<file path="config.mk">
export PLATFORM = sky130hd
export DESIGN_NAME = ddr_frame_reader
export DESIGN_NICKNAME = d
export VERILOG_FILES = /design/src/rtl/ddr_frame_reader.sv
export SDC_FILE = /design/constraint.sdc
export NUM_CORES = 1
export LEC_CHECK = 0
export ABC_AREA = 1
export CORE_ASPECT_RATIO = 0.6
export CORE_MARGIN = 5
export CORE_UTILIZATION = 55
export CTS_CLUSTER_SIZE = 24
export DETAILED_ROUTE_END_ITERATION = 10
export DONT_BUFFER_PORTS = 1
export PLACE_DENSITY_LB_ADDON = 0.3
export SETUP_SLACK_MARGIN = 0.15
export SLEW_MARGIN = 10
export SYNTH_ARGS = -nofsm -noshare
export SYNTH_HDL_FRONTEND = slang
export SYNTH_SLANG_ARGS = --single-unit
</file>
<file path="constraint.sdc">
create_clock -name clk -period 5.8 [get_ports clk]
set_input_delay 1.74 -clock clk [delete_from_list [all_inputs] [get_ports clk]]
set_output_delay 1.74 -clock clk [all_outputs]
set_load 0.01 [all_outputs]
</file>
<file path="src/rtl/ddr_frame_reader.sv">
// ddr_frame_reader: walks a frame region in bursts over a DDR read port and streams words out on valid/ready.
// Optional DDR_READER_PREFETCH_EN keeps a second burst in flight while the current one drains.
module ddr_frame_reader #(
  parameter int DATA_W    = 32,
  parameter int ADDR_W    = 30,
  parameter int CNT_W     = 21,
  parameter int BURST_MAX = 64
) (
  input  logic              clk,
  input  logic              reset,
  input  logic              mem_calib_done,
  input  logic [ADDR_W-1:0] frame_base,
  input  logic [CNT_W-1:0]  frame_words,
  input  logic              frame_start,
  input  logic              cmd_full,
  output logic              cmd_en,
  output logic [2:0]        cmd_instr,
  output logic [5:0]        cmd_bl,
  output logic [ADDR_W-1:0] cmd_byte_addr,
  input  logic [DATA_W-1:0] rd_data,
  input  logic              rd_empty,
  output logic              rd_en,
  output logic [DATA_W-1:0] out_data,
  output logic              out_valid,
  input  logic              out_ready,
  output logic              out_last,
  output logic              busy,
  output logic              frame_done
);
  localparam int LW = $clog2(BURST_MAX + 1);
`ifdef DDR_READER_PREFETCH_EN
  localparam int OW = LW + 1;
`else
  localparam int OW = LW;
`endif
  typedef enum logic [2:0] {CALIB, IDLE, ISSUE, DRAIN, FLUSH, DONE} state_t;
  state_t state_q, state_d;
  logic [1:0] sync_q;
  logic [ADDR_W-1:0] addr_q, addr_d, cmd_addr_q, cmd_addr_d;
  logic [CNT_W-1:0] rem_q, rem_d, dlv_q, dlv_d;
  logic [OW-1:0] outst_q, outst_d;
  logic [5:0] cmd_bl_q, cmd_bl_d;
  logic [2:0] cmd_instr_q;
  logic cmd_en_q, cmd_en_d;
  logic [LW-1:0] len;
  logic issue, accept, pop, busy_w;
  always_comb begin
    busy_w = state_q inside {ISSUE, DRAIN, FLUSH};
    len = rem_q < CNT_W'(BURST_MAX) ? LW'(rem_q) : LW'(BURST_MAX);
    out_valid = state_q == DRAIN && !frame_start && !rd_empty && outst_q != '0;
    out_data = out_valid ? rd_data : '0;
    out_last = out_valid && dlv_q == CNT_W'(1);
    accept = out_valid && out_ready;
    // an abort drains only words already requested, never anything beyond
    pop = accept || (state_q == FLUSH && !rd_empty && outst_q != '0);
`ifdef DDR_READER_PREFETCH_EN
    issue = !cmd_full && !frame_start && rem_q != '0 && (state_q == ISSUE ||
            (state_q == DRAIN && 32'(outst_q) + 32'(len) <= 2 * BURST_MAX));
`else
    issue = !cmd_full && !frame_start && rem_q != '0 && state_q == ISSUE;
`endif
    rem_d = issue ? rem_q - CNT_W'(len) : rem_q;
    addr_d = issue ? addr_q + ADDR_W'(32'(len) * (DATA_W / 8)) : addr_q;
    outst_d = outst_q + (issue ? OW'(len) : '0) - OW'(pop);
    dlv_d = dlv_q - CNT_W'(accept);
    cmd_en_d = issue;
    cmd_bl_d = issue ? 6'(len - LW'(1)) : cmd_bl_q;
    cmd_addr_d = issue ? addr_q : cmd_addr_q;
    state_d = state_q;
    if (state_q == CALIB) state_d = sync_q[1] ? IDLE : CALIB;
    else if (frame_start) begin
      addr_d = frame_base;
      rem_d = frame_words;
      dlv_d = frame_words;
      state_d = busy_w ? FLUSH : (frame_words != '0 ? ISSUE : DONE);
    end
    else if (state_q == ISSUE && issue) state_d = DRAIN;
    else if ((state_q == DRAIN || state_q == FLUSH) && outst_d == '0) state_d = rem_d != '0 ? ISSUE : DONE;
    else if (state_q == DONE) state_d = IDLE;
  end
  always_ff @(posedge clk or negedge reset) begin
    if (!reset) begin
      state_q <= CALIB;
      sync_q <= '0;
      addr_q <= '0;
      rem_q <= '0;
      dlv_q <= '0;
      outst_q <= '0;
      cmd_en_q <= 1'b0;
      cmd_bl_q <= '0;
      cmd_addr_q <= '0;
      cmd_instr_q <= '0;
    end else begin
      state_q <= state_d;
      sync_q <= {sync_q[0], mem_calib_done};
      addr_q <= addr_d;
      rem_q <= rem_d;
      dlv_q <= dlv_d;
      outst_q <= outst_d;
      cmd_en_q <= cmd_en_d;
      cmd_bl_q <= cmd_bl_d;
      cmd_addr_q <= cmd_addr_d;
      cmd_instr_q <= 3'b001;
    end
  end
  assign cmd_en = cmd_en_q;
  assign cmd_instr = cmd_instr_q;
  assign cmd_bl = cmd_bl_q;
  assign cmd_byte_addr = cmd_addr_q;
  assign rd_en = pop;
  assign busy = busy_w;
  assign frame_done = state_q == DONE;
endmodule

</file>
Yosys cells after proc, flatten, opt, wreduce, memory -nomap -nowiden --
Cells that the tools add are included.
Storage, ports and cells: logic and storage cells 67, flip-flop bits (word level) 122, input bits 90
Operators by class: add/subtract/negate cells 6, mux-type cells 20, reductions and logical operators 25, equal/unequal tests 5, order comparisons 1
Operators with widths (number):
- 21-bit 2-to-1 mux | 5
- 30-bit 2-to-1 mux | 3
- 21-bit nonzero test | 3
- 32-bit 2-to-1 mux | 1
- 30-bit by 9-bit adder with 30-bit output | 1
- 3-bit 2-to-1 mux | 8
- 21-bit by 1-bit == test with 1-bit output (second input constant) | 1
- 21-bit by 7-bit less-than comparator with 1-bit output (second input constant) | 1
- 21-bit by 1-bit subtractor with 21-bit output | 1
- 21-bit by 7-bit subtractor with 21-bit output | 1
- 7-bit 2-to-1 mux | 2
- 1-bit logical AND | 12
- 7-bit adder | 1
- 7-bit zero test | 1
- 7-bit nonzero test | 1
- 7-bit by 1-bit subtractor with 7-bit output | 1
- 3-bit by 2-bit == test with 1-bit output (second input constant) | 2
- 3-bit == test (second input constant) | 2
- 6-bit by 1-bit subtractor with 6-bit output (second input constant) | 1
- 5-bit nonzero test | 1
- 1-bit zero test | 3
- 3-bit zero test | 1
- 3-bit nonzero test | 1
- 1-bit logical OR | 2
- 1-bit 2-to-1 mux | 1

Longest topological paths before layout --
depth after elaboration 13, mapped depth 25

Least setup slack after synthesis --
No wires, ideal clock.
path type in2reg, start point input port frame_start, end point register state_q[0], data arrival time 4.683 ns, slack 1.052 ns, data required time 5.735 ns, stages 20, path buffers 0, cell sequence nor2_1 -> nand2_1 -> nor2_1 -> clkinv_1 -> o32ai_1 -> ha_1 -> inv_1 -> ha_1 -> fa_1 -> nand3_1 -> nand3_1 -> and2_1 -> or3_1 -> nor3_1 -> inv_1 -> nand3_1 -> inv_1 -> nor2_1 -> nand2_1 -> nand2_1
On the way: cells in the longest elaborated chain, start to end 13
RTL lines:
- start: declaration | line 14 | input logic frame_start,
- 1-bit zero test (*) | line 50 | out_valid = state_q == DRAIN && !frame_start && !rd_empty && outst_q != '0;
- 1-bit logical AND (*) (3 in series) | line 50
- named net out_valid | line 24 | output logic out_valid,
- 1-bit logical AND (*) | line 53 | accept = out_valid && out_ready;
- 1-bit logical OR (*) | line 55 | pop = accept || (state_q == FLUSH && !rd_empty && outst_q != '0);
- named net rd_en | line 22 | output logic rd_en,
- 7-bit by 1-bit subtractor with 7-bit output (*) | line 64 | outst_d = outst_q + (issue ? OW'(len) : '0) - OW'(pop);
- named net outst_d[4] | line 41 | logic [OW-1:0] outst_q, outst_d;
- 7-bit zero test (*) | line 78 | else if ((state_q == DRAIN || state_q == FLUSH) && outst_d == '0) state_d = rem_d != '0 ? ISSUE : DONE;
- 1-bit logical AND (*) | line 78
- 3-bit 2-to-1 mux | line 78
- 3-bit 2-to-1 mux | line 77 | else if (state_q == ISSUE && issue) state_d = DRAIN;
- 3-bit 2-to-1 mux | line 71 | else if (frame_start) begin
- 3-bit 2-to-1 mux | line 70 | if (state_q == CALIB) state_d = sync_q[1] ? IDLE : CALIB;
- end signal: assignment | line 94 | state_q <= state_d;
- end: declaration | line 37 | state_t state_q, state_d;
Mark *: on every way through the listed nets, which the timed path passes. The rest lies on a longest branch. A chain may end at the register's enable or synchronous reset.

Worst setup path after layout --
start point input port frame_start, end point register state_q[0]
On the way: cells in the longest elaborated chain, start to end 13
RTL lines (line):
- 1-bit zero test (*) | 50, 60
- 1-bit logical AND, on equally long branches (3 in series) | 60, 50
- 7-bit 2-to-1 mux / 1-bit logical AND (equally long branches) | 64, 53
- 7-bit adder / 1-bit logical OR (equally long branches) | 64, 55
- 7-bit by 1-bit subtractor with 7-bit output (*) | 64
- named net outst_d[2] | 41
- 7-bit zero test (*) | 78
- 1-bit logical AND (*) | 78
- 3-bit 2-to-1 mux | 78
- 3-bit 2-to-1 mux | 77
- 3-bit 2-to-1 mux | 71
- 3-bit 2-to-1 mux | 70
Marks and branches as above.

==> results.tsv <==
metric	value	unit
status	completed	
DRT iter0 DRCs	590	
drt wl/cell	16.5	um
post-DP HPWL	14.7	mm
die area	0.0162	mm2
post-synth top area share	0.407	
crit path kind	input pin to flop	
crit path cell chain	nor4_4 > nand3_2 > inv_2 > nand2_1 > ha_1 > inv_1 > ha_1 > fa_1 > xor2_1 > nor3_1 > o21ai_0 > or3_1 > nor3_1 > inv_1 > nand3_1 > inv_1 > nor2_1 > nand2_1 > nand2_1	
crit-path leading delay family	simple AND/OR/NAND/NOR gates	
cts hold-fix bufs	0	
Final Net Count	1140	
worst reg2reg setup slack	1.67	ns
Critical Path Source Type	input pin	
most frequent cells in the layout	nand2_1, inv_1, dfrtp_1	
distinct cell type count after synthesis	50	
CTS tree	done	
via count	6555	
Max Cap Viol	0	
chip height	101	um
vias in the first global route	6086	
worst skew pair latency	0.41	ns
Mean Syn Cell Area	7.31	um2
cells after synthesis	1027	
detailed-route wire length	20.0	mm
max incr delay on CP	0.42	ns
H-tree levels	4	
WP data required	6.15	ns
Initial Util	0.556	
final worst-path cycle share	0.816	
min cycle time layout	4.74	ns
Reg-to-Reg End	state_q[0]$_DFFE_PN0P_	
maximum VDD drop	0.000204	V
Post-CTS Resized	0	
worst hold slack	0.364	ns
CTS buffer count	17	
setup bufs post-CTS	0	
# diodes	0	
actual slew at the worst max-slew pin	0.983	ns
DRC violations left	0	
top cells by area, synth	dfrtp_1, nand2_1, inv_1	
number of synthesized register bits	122	
normalized max-slew margin	0.345	
worst hold path stage count	0	
gp weighted congestion	0.933	
cells on worst reg2reg path	23	
Critical Path Fanout Max	10	
die width	161	um
Overflow after GRT	0	
std cell rows	33	
initial antenna violation count	0	
Clock Sinks	122	
DR pass1 iterations	5	
Setup Viol. Count Final	0	
Via density	5.40	
commonest non-fill, non-tap cell in the layout	nand2_1	
Port Buffers	0	
layout cells sized above 1	0.0761	
post-synthesis instance area	0.00751	mm2
number of synthesis warnings	0	
min-delay worst type	flop to flop	
Total GRT Usage	0.250	
dominant cell type by area after synthesis	dfrtp_1	
Sum Neg Setup Slack	0	ns
register area share after synthesis	0.407	
IO Pins	167	
FFs w/ async S/R, synth	1.00	
first-pass GRT wire length	31.8	mm
largest net degree at the start of global routing	123	
clk buf depth	2	
pwr dens	518	mW/mm2
Buf/Inv on CP	4	
CP max stage cell	fa_1	
RSZ-0062 raised after global routing	no	
pins over their slew limit	0	
WHS Endpoint	sync_q[1]$_DFF_PN0_	
skew final	0.0105	ns
ys flop type	dfrtp_1	
Area Overhead vs Synth	9.83	%
endpoint class of the critical path	flop	
core area	0.0135	mm2
Clk Tree Root Cell	clkbuf_16	
post-route antenna net violation count	0	
Lkg Pwr	4.23	nW
Worst-path clk slew	0.06	ns
Hold Startpoint	sync_q[0]$_DFF_PN0_	
final hold violations	0	
RR Startpoint	rem_q[12]$_DFF_PN0_	
Worst Path Arrival	5.09	ns
Post-synth EDFFs	0	
Max Fclk	0.211	GHz
## cells by family (layout without fill, tap and decap cells)
group / count (synthesis) / count (layout) / share of synthesized area
adders and majority gates: 25 / 25 / 0.0437
AOI/OAI and AO/OA: 124 / 124 / 0.0883
DFF: 122 / 122 / 0.407
other: 2 / 4 / 0.00100
buffers and inverters: 200 / 209 / 0.103
and+or+nand+nor: 504 / 504 / 0.298
xor gates and xnor gates: 43 / 43 / 0.0501
muxes: 7 / 7 / 0.00933
## worst max path at each step
stage / startpoint / endpoint / slack, ns / cells past startpoint
floorplan: frame_start / state_q[0]$_DFFE_PN0P_ / 1.05 / 20
global placement: frame_start / state_q[0]$_DFFE_PN0P_ / 0.85 / 19
detailed placement: frame_start / state_q[0]$_DFFE_PN0P_ / 0.69 / 19
CTS: frame_start / state_q[0]$_DFFE_PN0P_ / 1.08 / 19
global route: frame_start / state_q[0]$_DFFE_PN0P_ / 0.66 / 19
finish: frame_start / state_q[0]$_DFFE_PN0P_ / 1.06 / 19
## synthesized netlist by cell type (3+ instances only)
master	count
a21oi_1	25
buf_4	3
clkbuf_1	20
dfrtp_1	122
ha_1	23
inv_1	162
inv_2	9
mux2i_1	7
nand2_1	259
nand2_2	5
nand3_1	35
nand4_1	15
nor2_1	119
nor2_2	7
nor2_4	7
nor3_1	24
nor3_2	4
nor4_1	12
o211ai_1	3
o21ai_0	72
o21ai_1	11
o31ai_1	3
xnor2_1	11
xor2_1	32
## power breakdown
part	internal, mW	switching (mW)
clock network	0.657	0.405
registers	1.23	0.399
logic	0.535	1.05
## stage by stage
stage	setup slack [ns]	cell area (um2)	util	instances	power (mW)
final	1.06	8250	0.611	1213	4.27
after global routing	0.657	8250	0.611	1213	4.61
after CTS	1.08	8250	0.611	1213	4.26
after detailed placement	0.685	7650	0.567	1181	3.17
after global placement	0.849	7650	0.567	1181	3.13
after floorplan	1.05	7520	-	1029	2.75
## state kept, by name, indices dropped and copies added (netlist names)
signal         count
cmd_bl             6
cmd_en             1
cmd_byte_addr     30
dlv_q             21
cmd_instr          1
sync_q             2
addr_q            30
outst_q            7
state_q            3
rem_q             21
## worst register-to-register path: cells and delay by family (launching register included)
family / cells / cell delay (ns)
AND/OR/NAND/NOR: 13 / 1.84
adder cells (fa/ha/maj): 3 / 0.92
buffers and inverters: 5 / 0.55
flip-flops: 1 / 0.45
XOR/XNOR: 1 / 0.19
AO/OA/AOI/OAI: 1 / 0.12
## layer usage
| metal | GRT usage | vias to the layer above | wire, um | share of wire |
|---|---|---|---|---|
| met5 | 0 | - | 0 | 0 |
| met4 | 0.0603 | 0 | 192 | 0.0096 |
| met3 | 0.107 | 21 | 2490 | 0.12 |
| met2 | 0.322 | 291 | 7510 | 0.38 |
| met1 | 0.383 | 3015 | 9760 | 0.49 |
| li1 | - | 3228 | - | - |
## cell type report
class / count / area, um2
fillers: 1210 / 5250
multi-input cells: 707 / 3700
flip-flops and latches: 122 / 3050
inverters: 172 / 646
clock buffers: 19 / 453
well taps: 175 / 219
clock inverters: 13 / 144
repair buffers: 5 / 37.5
(Power assumes the default switching activity.)
